### src/rtl/muldiv_unit_pkg.sv
// ============================================================================
// Module      : muldiv_unit_pkg
// Description : Shared core definitions for the decoder and the RV32M
//               mul/div unit: funct3 encodings, FSM state codes, sign helpers.
// Revision    : 1.0 - initial release
// ============================================================================
`default_nettype none

package muldiv_unit_pkg;

   typedef logic [2:0] funct3_t;

   localparam funct3_t c_OP_MUL    = 3'd0;
   localparam funct3_t c_OP_MULH   = 3'd1;
   localparam funct3_t c_OP_MULHSU = 3'd2;
   localparam funct3_t c_OP_MULHU  = 3'd3;
   localparam funct3_t c_OP_DIV    = 3'd4;
   localparam funct3_t c_OP_DIVU   = 3'd5;
   localparam funct3_t c_OP_REM    = 3'd6;
   localparam funct3_t c_OP_REMU   = 3'd7;

   localparam logic [1:0] c_ST_IDLE = 2'd0;
   localparam logic [1:0] c_ST_CALC = 2'd1;
   localparam logic [1:0] c_ST_DONE = 2'd2;

   function automatic logic opSignedA(input funct3_t f);
      return (f == c_OP_MULH) || (f == c_OP_MULHSU) || (f == c_OP_DIV) || (f == c_OP_REM);
   endfunction

   function automatic logic opSignedB(input funct3_t f);
      return (f == c_OP_MULH) || (f == c_OP_DIV) || (f == c_OP_REM);
   endfunction

endpackage

`default_nettype wire

### src/rtl/muldiv_iter.sv
// ============================================================================
// Module      : muldiv_iter
// Description : Unsigned radix-2 shift-add multiplier / restoring divider,
//               one bit per step. hi:lo holds product, or remainder:quotient.
// Revision    : 1.0 - initial release
// ============================================================================
`default_nettype none

module muldiv_iter #(
   parameter int XLEN = 32
) (
   input  logic            clk,
   input  logic            rst,
   input  logic            load,
   input  logic            step,
   input  logic            isDiv,
   input  logic [XLEN-1:0] opA,
   input  logic [XLEN-1:0] opB,
   output logic [XLEN-1:0] hi,
   output logic [XLEN-1:0] lo
);

   logic [XLEN-1:0] r_hi, r_lo, r_opB;
   logic [XLEN:0]   w_sum, w_shift, w_diff;

   always_comb begin
      w_sum   = {1'b0, r_hi} + (r_lo[0] ? {1'b0, r_opB} : '0);
      w_shift = {r_hi, r_lo[XLEN-1]};
      w_diff  = w_shift - {1'b0, r_opB};
   end

   always_ff @(posedge clk) begin
      if (rst) begin
         r_hi  <= '0;
         r_lo  <= '0;
         r_opB <= '0;
      end else if (load) begin
         r_hi  <= '0;
         r_lo  <= opA;
         r_opB <= opB;
      end else if (step) begin
         if (isDiv) begin
            // Restoring step: keep the trial difference only if it did not borrow
            if (!w_diff[XLEN]) begin
               r_hi <= w_diff[XLEN-1:0];
               r_lo <= {r_lo[XLEN-2:0], 1'b1};
            end else begin
               r_hi <= w_shift[XLEN-1:0];
               r_lo <= {r_lo[XLEN-2:0], 1'b0};
            end
         end else begin
            r_hi <= w_sum[XLEN:1];
            r_lo <= {w_sum[0], r_lo[XLEN-1:1]};
         end
      end
   end

   assign hi = r_hi;
   assign lo = r_lo;

endmodule

`default_nettype wire

### src/rtl/muldiv_unit.sv
// ============================================================================
// Module      : muldiv_unit
// Description : RV32M multiply/divide unit with stall handshake. Optional
//               single-cycle multiply when MULDIV_FAST_MUL_EN is defined.
// Revision    : 1.0 - initial release
// ============================================================================
`default_nettype none

import muldiv_unit_pkg::*;

module muldiv_unit #(
   parameter int XLEN = 32
) (
   input  logic            clk,
   input  logic            rst,
   input  logic            start,
   input  logic [2:0]      op,
   input  logic [XLEN-1:0] a,
   input  logic [XLEN-1:0] b,
   input  logic            kill,
   output logic            stall_req,
   output logic            done,
   output logic [XLEN-1:0] result
);

   localparam int c_CNT_W = $clog2(XLEN);
   localparam logic [c_CNT_W-1:0] c_CNT_LAST = c_CNT_W'(XLEN - 1);

   logic [1:0]          r_state, w_nextState;
   logic [c_CNT_W-1:0]  r_count;
   logic [2:0]          r_op;
   logic                r_aNeg, r_bNeg, r_bZero;
   logic                w_accept, w_step, w_fastMul, w_aNeg, w_bNeg;
   logic [XLEN-1:0]     w_magA, w_magB, w_hi, w_lo, w_quot, w_rem, w_sel;
   logic [2*XLEN-1:0]   w_prodMag, w_prod;

   always_comb begin
      w_aNeg   = opSignedA(op) && a[XLEN-1];
      w_bNeg   = opSignedB(op) && b[XLEN-1];
      w_magA   = w_aNeg ? -a : a;
      w_magB   = w_bNeg ? -b : b;
      w_accept = (r_state == c_ST_IDLE) && start && !kill;
      w_step   = (r_state == c_ST_CALC) && !kill;
   end

`ifdef MULDIV_FAST_MUL_EN
   logic signed [XLEN:0]     w_fastA, w_fastB;
   logic signed [2*XLEN+1:0] w_fastFull;
   logic [2*XLEN-1:0]        r_fastProd;

   always_comb begin
      w_fastA    = $signed({opSignedA(op) & a[XLEN-1], a});
      w_fastB    = $signed({opSignedB(op) & b[XLEN-1], b});
      w_fastFull = w_fastA * w_fastB;
      w_fastMul  = !op[2];
   end

   always_ff @(posedge clk) begin
      if (rst)
         r_fastProd <= '0;
      else if (w_accept)
         r_fastProd <= w_fastFull[2*XLEN-1:0];
   end
`else
   assign w_fastMul = 1'b0;
`endif

   always_comb begin
      w_nextState = r_state;
      case (r_state)
         c_ST_IDLE: if (w_accept) w_nextState = w_fastMul ? c_ST_DONE : c_ST_CALC;
         c_ST_CALC: begin
            if (kill)
               w_nextState = c_ST_IDLE;
            else if (r_count == c_CNT_LAST)
               w_nextState = c_ST_DONE;
         end
         default:   w_nextState = c_ST_IDLE;
      endcase
   end

   always_ff @(posedge clk) begin
      if (rst) begin
         r_state <= c_ST_IDLE;
         r_count <= '0;
         r_op    <= '0;
         r_aNeg  <= 1'b0;
         r_bNeg  <= 1'b0;
         r_bZero <= 1'b0;
      end else begin
         r_state <= w_nextState;
         if (w_accept) begin
            r_op    <= op;
            r_aNeg  <= w_aNeg;
            r_bNeg  <= w_bNeg;
            r_bZero <= (b == '0);
         end
         if (w_step && (r_count != c_CNT_LAST))
            r_count <= r_count + c_CNT_W'(1);
         else
            r_count <= '0;
      end
   end

   muldiv_iter #(.XLEN(XLEN)) u_iter (
      .clk   (clk),
      .rst   (rst),
      .load  (w_accept),
      .step  (w_step),
      .isDiv (r_op[2]),
      .opA   (w_magA),
      .opB   (w_magB),
      .hi    (w_hi),
      .lo    (w_lo)
   );

   // Datapath works on magnitudes; signs are restored here. 0x80000000/-1
   // falls out naturally since negating 0x80000000 yields itself.
   always_comb begin
      w_prodMag = {w_hi, w_lo};
      w_prod    = (r_aNeg ^ r_bNeg) ? -w_prodMag : w_prodMag;
`ifdef MULDIV_FAST_MUL_EN
      if (!r_op[2]) w_prod = r_fastProd;
`endif
      w_quot = r_bZero ? '1 : ((r_aNeg ^ r_bNeg) ? -w_lo : w_lo);
      w_rem  = r_aNeg ? -w_hi : w_hi;
      case (r_op)
         c_OP_MUL:                            w_sel = w_prod[XLEN-1:0];
         c_OP_MULH, c_OP_MULHSU, c_OP_MULHU:  w_sel = w_prod[2*XLEN-1:XLEN];
         c_OP_DIV, c_OP_DIVU:                 w_sel = w_quot;
         c_OP_REM, c_OP_REMU:                 w_sel = w_rem;
         default:                             w_sel = '0;
      endcase
      done      = (r_state == c_ST_DONE) && !kill && !rst;
      stall_req = !rst && (w_accept || (r_state == c_ST_CALC));
      result    = done ? w_sel : '0;
   end

endmodule

`default_nettype wire

### config.mk
export PLATFORM = sky130hd
export DESIGN_NAME = muldiv_unit
export DESIGN_NICKNAME = d
export VERILOG_FILES = /design/src/rtl/muldiv_unit_pkg.sv /design/src/rtl/muldiv_iter.sv /design/src/rtl/muldiv_unit.sv
export SDC_FILE = /design/constraint.sdc
export NUM_CORES = 1
export LEC_CHECK = 0
export CORE_UTILIZATION = 54
export CTS_CLUSTER_DIAMETER = 80
export DETAILED_ROUTE_END_ITERATION = 7
export GPL_ROUTABILITY_DRIVEN = 1
export PLACE_DENSITY = 0.73
export SETUP_SLACK_MARGIN = 0.4
export SLEW_MARGIN = 20
export SYNTH_ARGS = -nofsm -noshare
export SYNTH_HDL_FRONTEND = slang
export SYNTH_SLANG_ARGS = --single-unit
### constraint.sdc
create_clock -name clk -period 6.1 [get_ports clk]
set_input_delay 1.22 -clock clk [delete_from_list [all_inputs] [get_ports clk]]
set_output_delay 1.22 -clock clk [all_outputs]
set_load 0.005 [all_outputs]
---- Word level (Yosys, flattened, before mapping) ----
Index checks and enable logic that the tools add are counted.
cells by class
  add/subtract/negate cells ............... 8
  reduce and logical (&&, ||, !) cells .... 27
  eq/ne operators ......................... 17
  muxes and demuxes ....................... 19
  bitwise gates (word level) .............. 2
operators with widths
  cell                 number
  $mux 32              12
  $neg 32->32          4
  $pmux 32 s4          1
  $mux 64              1
  $neg 64->64          1
  $add 32x33->33       1
  $sub 33x32->33       1
  $logic_not 32->1     1
  $eq 3x3->1 const B   6
  $eq 3x2->1 const B   3
  $logic_and 1x1->1    9
  $reduce_or 2->1      4
  $eq 3x1->1 const B   2
  $logic_or 1x1->1     6
  $mux 2               3
  $add 5x1->5 const B  1
  $eq 5x5->1 const B   1
  $ne 5x5->1 const B   1
  $pmux 2 s2           1
  $logic_not 3->1      1
  $ne 3x2->1 const B   1
  $reduce_or 3->1      1
  $eq 2x1->1 const B   1
  $eq 2x2->1 const B   1
  8 further kinds      9
storage, ports and cells
  flip-flop bits (word level) ............. 109
  input port bits ......................... 71
  output and inout port bits .............. 34

---- Depth between registers and ports, before layout ----
  word-level depth ........................ 7
  mapped depth ............................ 15
  depth with buffers taken out ............ 12

---- By module ----
From an unflattened synthesis, not the netlist that was laid out.
second synthesis, totals
  cell total of the unflattened synthesis .. 1848
  area total of the unflattened synthesis .. 13275.2 sq um
by module, submodules not included
  module       cells each  area an instance (sq um)  instances
  muldiv_iter  1044        8172.8                    1
  muldiv_unit  804         5102.4                    1

---- Least setup slack after synthesis ----
No wires, ideal clock.
  path type ............................... register to output
  from .................................... reg u_iter.r_lo[0], in the netlist u_iter.lo[0]
  to ...................................... out result[26]
  stages on the path, launching flop included .. 14
  data arrival time ....................... 2.860 ns
  buffers on the path ..................... 2
  path slack .............................. 2.020 ns
  cells stage by stage .................... dfxtp_1 -> inv_1 -> clkbuf_1 -> ha_1 -> nor3b_1 -> nor3b_2 -> nand4_2 -> or2_1 -> buf_2 -> nor2_1 -> a21oi_1 -> xnor2_1 -> o221ai_1 -> o211a_1
on the way
  longest elaborated chain between the ends .. 5
  elaborated cells on any way between the ends .. 7
RTL lines
  item                      line                source
  start: declaration        muldiv_iter.sv:23   logic [XLEN-1:0] r_hi, r_lo, r_opB;
  start signal: assignment  muldiv_iter.sv:39   r_lo <= opA;
  start signal: assignment  muldiv_iter.sv:46   r_lo <= {r_lo[XLEN-2:0], 1'b1};
  start signal: assignment  muldiv_iter.sv:49   r_lo <= {r_lo[XLEN-2:0], 1'b0};
  $neg 32->32               muldiv_unit.sv:125  w_quot = r_bZero ? '1 : ((r_aNeg ^ r_bNeg) ? -w_lo : w_lo);
  $mux 32 (2 in a row)      muldiv_unit.sv:125
  $pmux 32 s4 (*)           muldiv_unit.sv:127  case (r_op)
  $mux 32 (*)               muldiv_unit.sv:136  result = done ? w_sel : '0;
  end: declaration          muldiv_unit.sv:23   output logic [XLEN-1:0] result
Mark *: on every way between the ends. The rest lies on a longest branch, timed or not.

---- Final worst setup path ----
Ends and elaborated chain as after synthesis.

==> results.md <==
* Layout Cells excl Fill at 2099
* Total track usage at 34.9%
* Routed length per instance at 20.1 um
* Total CTS buffers at 9
* DP HPWL at 32.1 mm
* Reg2Reg Setup Slack at 1.53 ns
* WP data arrival at 4.05 ns
* Clock latency on the worst-skew pair at 0.36 ns
* Max Freq at 0.190 GHz
* DR vias at 13500
* Final period util at 86.3%
* Register bit count reported by yosys at 109
* Post-Syn Area at 12500 um^2
* Worst Setup Path Type: register to output port
* Hold Buf Count CTS at 0
* Rel. slew slack at 29.1%
* Vias in the first global route at 12200
* Clock Sinks at 109
* Vias per cell at 6.45
* Most frequent cells in the layout: nor2_1, a21oi_1, nand2_1
* Worst path required time at 4.88 ns
* Max Slew Vio Count at 0
* DRT Wirelength at 42.2 mm
* Clk_skew at 0.00915 ns
* Root Buffer: clkbuf_16
* # setup viols final at 0
* RSZ-0062 raised after global routing: no
* Seq/Total Area, Yosys at 17.4%
* Share of cells above drive strength 1 at 4.30%
* Cells after DPL at 2084
* HP Class: register to register
* CP endpoint kind: output port
* Total Neg Setup Slack at 0 ns
* Final non-filler cell area at 14000 um^2
* RR Startpoint: u_iter.lo[31]$_SDFFE_PP0P_
* Area Growth Syn to Fin at 11.6%
* CTS Buffer Depth at 2
* H-tree Lvls at 3
* Hold path start: r_count[0]$_SDFF_PP0_
* Async SR Flop Fraction at 0%
* # diodes at 0
* Initial antenna violation count at 0
* Die area at 23800 um^2
* CTS tree: built
* Crit path launch type: register
* Setup bufs post-CTS at 0
* Fin. Hold Viols at 0
* Io pins at 105
* WHS Endpoint: r_count[0]$_SDFF_PP0_
* Status: complete, no violations
* Leak pwr at 5.38 nW
* Die X at 154 um
* Starting density of the core at 55.2%
* Placer Congestion at 0.973
* Syn Inst Count at 1792
* Antenna Nets Post-Route at 0
* # port buffers at 104
* FP Rows at 55
* Layout Utilization at 61.6%
* Min Tclk post-route at 5.27 ns
* Post-synth EDFFs at 0
* YS warnings at 0
* Slew @ Worst Pin at 1.06 ns
* Fillcell total at 2181
* Gr ovfl total at 0
* PD cells at 165 nW/um^2
* Hold path depth at 1
* Peak fanout along the critical path at 11
* Reg clk slew, reported paths at 0.07 ns
* R2R Path End: u_iter.hi[10]$_SDFFE_PP0P_
* Largest net degree at the start of global routing at 112
* R2R depth at 13
* Peak supply drop at 0.000173 V
* Final net count at 1953
* Commonest non-fill, non-tap cell in the layout: nor2_1
* Design Power at 0.00231 W
* Core area at 22700 um^2
* Placed Area at 13700 um^2
* Synthesized Nets at 1935
* Max_cap viols at 0
* Resize count post-CTS at 0
* DRC Markers at 0
* Cell variety after synth at 77
* Die Height at 154 um
* First-pass GRT wire length at 65.8 mm
* Commonest register cell after synthesis: dfxtp_1
* Iteration-0 DRC Markers at 1448
* First drt pass iteration count at 5
* Avg Synthesized Cell Area at 6.99 um^2
==> cell usage after synthesis, drive strengths merged (13+ instances only) <==
cell type  instances  area (um^2)
inv               51          191
buf               16         78.8
a221oi            16          140
a21oi            171          856
o41ai             14          145
clkbuf           110          413
dfxtp            109         2180
mux2i             41          410
nand2b            22          138
a31oi             17          106
a21o              22          165
nand3             29          145
nor3              44          220
nor2             244          916
o31ai             28          210
xnor2            101          885
o21a              16          120
xor2              93          815
or3               27          169
o21ai            141          706
ha                70          876
nor4              13         96.3
nand2            143          537
a211oi            72          541
==> kinds of logic (layout without fill, tap and decap cells) <==
| logic type | after synthesis | in the layout | synth area share (%) |
|---|---|---|---|
| flip-flops | 109 | 109 | 17.4 |
| multiplexers | 44 | 44 | 3.54 |
| buffers and inverters | 179 | 201 | 5.51 |
| AO/OA/AOI/OAI | 597 | 597 | 30.8 |
| AND/OR/NAND/NOR | 597 | 597 | 21.9 |
| adder cells (fa/ha/maj) | 72 | 72 | 7.31 |
| XOR/XNOR | 194 | 194 | 13.6 |
==> critical path, cell delays in order, from the launching register on <==
cell	delay [ns]
dfxtp_1	0.38
inv_1	0.11
ha_1	0.17
nor3b_1	0.32
nor3b_2	0.55
nand4_2	0.29
or2_1	0.50
nor2_1	0.17
a21oi_1	0.09
xnor2_1	0.13
o221ai_1	0.24
o211a_1	0.22
clkdlybuf4s50_1	0.50
==> worst max path at each step <==
stage,from,cells after the start,to
after detailed placement,kill,11,result[17]
after global routing,u_iter.lo[0]$_SDFFE_PP0P_,11,result[18]
after CTS,u_iter.hi[9]$_SDFFE_PP0P_,8,result[12]
final,u_iter.lo[0]$_SDFFE_PP0P_,12,result[26]
after global placement,kill,11,result[17]
after floorplan,u_iter.lo[0]$_SDFFE_PP0P_,13,result[26]
==> stage by stage <==
step	hold WS (ns)	setup WS, ns
finish	0.466	0.834
CTS	0.462	0.764
floorplan	0.418	2.02
global placement	0.438	1.23
detailed placement	0.452	1.14
global route	0.493	0.491
==> flip-flops by register name, summed over array words and instances (netlist names), 2 cells and up <==
register,count
u_iter.r_opB,32
r_state,2
r_op,3
u_iter.hi,32
r_count,5
u_iter.lo,32
==> report_power, final <==
part	total [W]	internal [W]	switching (W)
sequential	0.000815	0.000750	0.0000645
combinational	0.000874	0.000345	0.000529
clock	0.000623	0.000334	0.000289
total	0.00231	0.00143	0.000883
==> cell type report <==
class                           instances  area (um^2)  area share, %
Clock buffer                           10          239           1.71
Clock inverter                          5         66.3          0.474
Inverter                               53          199           1.42
Multi-Input combinational cell       1504         9690           69.3
Sequential cell                       109         2180           15.6
Tap cell                              285          357           2.55
Timing Repair Buffer                  133         1250           8.96
==> per-layer routing <==
| metal | vias up | track usage, % | routed length [um] |
|---|---|---|---|
| li1 | 6546 | - | - |
| met1 | 6213 | 49.3 | 19100 |
| met2 | 675 | 53.4 | 17600 |
| met3 | 95 | 4.68 | 3960 |
| met4 | 0 | 14.2 | 1540 |
| met5 | - | 0 | 0 |
(Power assumes the default switching activity.)
==> edit: new RTL, config.mk and constraints unchanged <==
`XLEN` is set to 32 in 2 places; all go to 16.
--- a/src/rtl/muldiv_iter.sv
+++ b/src/rtl/muldiv_iter.sv
@@ -8,5 +8,5 @@
 
 module muldiv_iter #(
-   parameter int XLEN = 32
+   parameter int XLEN = 16
 ) (
    input  logic            clk,
--- a/src/rtl/muldiv_unit.sv
+++ b/src/rtl/muldiv_unit.sv
@@ -10,5 +10,5 @@
 
 module muldiv_unit #(
-   parameter int XLEN = 32
+   parameter int XLEN = 16
 ) (
    input  logic            clk,
Ports: changed (resized a, b and result); port bits go from 105 to 57. No check against the original RTL was run, so the function may have changed too.
==> edit against the original RTL <==
Total power fell by 40%; core utilization rose by 1.3 points; register-to-register slack improved by 790 ps; die area fell by 46%; cell area fell by 46%; synthesized area fell by 46%; routed wire length fell by 53%; sequential cell count fell by 49; setup slack improved by 520 ps.
==> edit: results (changes against the original RTL) <==
[route] final routed wirelength across all metal layers 20000 um [was 42200 um]
[timing] measured slew at the worst slew-check pin 947 ps [was 1060 ps]
[cells_and_area] fraction of final layout cells with drive strength greater than 1 4.60% [was 4.30%]
[grt] via count of the first global-routing pass 6480 [was 12.2k]
[synth] sequential cell area fraction in the yosys report 17.9% [was 17.4%]
[power] IR drop worst, VDD 0.103 mV [was 0.173 mV]
[timing] Worst Skew 4.34 ps [was 9.15 ps]
[worst_setup_path] timing startpoint of the critical path u_iter.lo[6] [was u_iter.lo[0]]
[synth] largest cells by area after synthesis sky130_fd_sc_hd__dfxtp_1 (18%), sky130_fd_sc_hd__ha_1 (6.9%), sky130_fd_sc_hd__nor2_1 (5.8%) [was sky130_fd_sc_hd__dfxtp_1 (17%), sky130_fd_sc_hd__nor2_1 (7.3%), sky130_fd_sc_hd__xnor2_1 (7.1%)]
[synth] most common library cells after synthesis sky130_fd_sc_hd__nor2_1 (104), sky130_fd_sc_hd__nand2_1 (84), sky130_fd_sc_hd__a21oi_1 (75) [was sky130_fd_sc_hd__nor2_1 (244), sky130_fd_sc_hd__a21oi_1 (171), sky130_fd_sc_hd__nand2_1 (143)]
[grt] global-route total usage across every layer 31.9% [was 34.9%]
[cells_and_area] final net count 1029 [was 1953]
[placed_design] buffers added on ports 56 [was 104]
[route] routed via count divided by cell count 6.37 [was 6.45]
[grt] wire length of the first global-routing pass 32900 um [was 65800 um]
[clock_network] number of CTS-inserted buffers 9 [unchanged]
[placed_design] HPWL after DPL 15000 um [was 32100 um]
[worst_setup_path] worst reg2reg setup slack 2320 ps [was 1530 ps]
[worst_setup_path] worst reg2reg path depth 11 [was 13]
[worst_setup_path] Critical Path AT 3520 ps [was 4050 ps]
[worst_setup_path] CP endpoint result[14] [was result[26]]
[synth] Mapped Nets 1017 [was 1935]
[outcome] status completed [unchanged]
[worst_setup_path] worst reg2reg endpoint u_iter.hi[0] [was u_iter.hi[10]]
[synth] Async SR Flop Fraction 0% [unchanged]
[clock_network] Clk Latency, worst-skew pair 330 ps [was 360 ps]
[route] First DRT Iteration DRCs 573 [was 1448]
[clock_network] CTS clock-pin slew for the worst setup and hold paths 50 ps [was 70 ps]
[power] static leakage 2.77 nW [was 5.38 nW]
edit: cell count changes after synthesis, moves of 54 or more:
cell                       change
sky130_fd_sc_hd__nor2_1      -140
sky130_fd_sc_hd__clkbuf_1     -54
sky130_fd_sc_hd__a21oi_1      -96
sky130_fd_sc_hd__xnor2_1      -60
sky130_fd_sc_hd__o21ai_0      -89
sky130_fd_sc_hd__nand2_1      -59
edit: power by group:
group / internal (mW) / leakage (nW) / switching, mW
Sequential: 0.412 / 0.490 / 0.0377
Combinational: 0.173 / 2.15 / 0.260
Clock: 0.314 / 0.139 / 0.181
edit: layout make-up:
type	count	area [um2]
Multi-Input combinational cell	774	5090
Tap cell	168	210
Inverter	38	143
Sequential cell	60	1200
Timing Repair Buffer	68	651
Fill cell	1135	4480
Clock buffer	11	233
Clock inverter	5	52.6
edit: worst max-delay path, stage by stage, from the launching register on:
cell                              delay, ps
sky130_fd_sc_hd__dfxtp_1                380
sky130_fd_sc_hd__or4_4                  580
sky130_fd_sc_hd__nor3_1                 480
sky130_fd_sc_hd__nand2_1                290
sky130_fd_sc_hd__o41ai_1                530
sky130_fd_sc_hd__xnor2_1                170
sky130_fd_sc_hd__nand2_1                 70
sky130_fd_sc_hd__a31oi_1                190
sky130_fd_sc_hd__clkdlybuf4s50_1        510
edit: metal layers:
layer / vias to the layer above / track usage [%] / wire length, um
met4: 0 / 11.7 / 508
met5: - / 0 / 0
met2: 330 / 48.1 / 8570
met1: 3314 / 46.5 / 9220
met3: 43 / 4.14 / 1730
li1: 3476 / - / -
edit: how the worst min path moves through the flow:
stage / startpoint / endpoint / depth (start not counted)
global placement: u_iter.r_opB[15] / u_iter.r_opB[15] / 2
finish: u_iter.r_opB[15] / u_iter.r_opB[15] / 2
floorplan: r_count[0] / r_count[0] / 1
global route: u_iter.r_opB[15] / u_iter.r_opB[15] / 2
CTS: u_iter.r_opB[15] / u_iter.r_opB[15] / 2
detailed placement: r_count[0] / r_count[0] / 1
edit: per-stage QoR:
step / hold WS, ps / cells / total power, mW / worst slack, ps / cell area (um2)
6_report: 469 / 1124 / 1.38 / 1360 / 7580
5_1_grt: 504 / 1124 / 1.44 / 1250 / 7580
4_1_cts: 466 / 1124 / 1.37 / 1440 / 7580
3_5_place_dp: 456 / 1108 / 0.878 / 1500 / 7300
3_3_place_gp: 444 / 1108 / 0.874 / 1510 / 7300
2_1_floorplan: 430 / 939 / 0.756 / 2330 / 6710
edit: cell families after synthesis:
family                   after synthesis  synth area share [%]
AND/OR/NAND/NOR                      321                  23.0
flip-flops                            60                  17.9
buffers and inverters                105                  6.29
AO/OA/AOI/OAI                        301                  30.0
multiplexers                          29                  4.37
adder cells (fa/ha/maj)               39                  7.50
XOR/XNOR                              84                  11.0
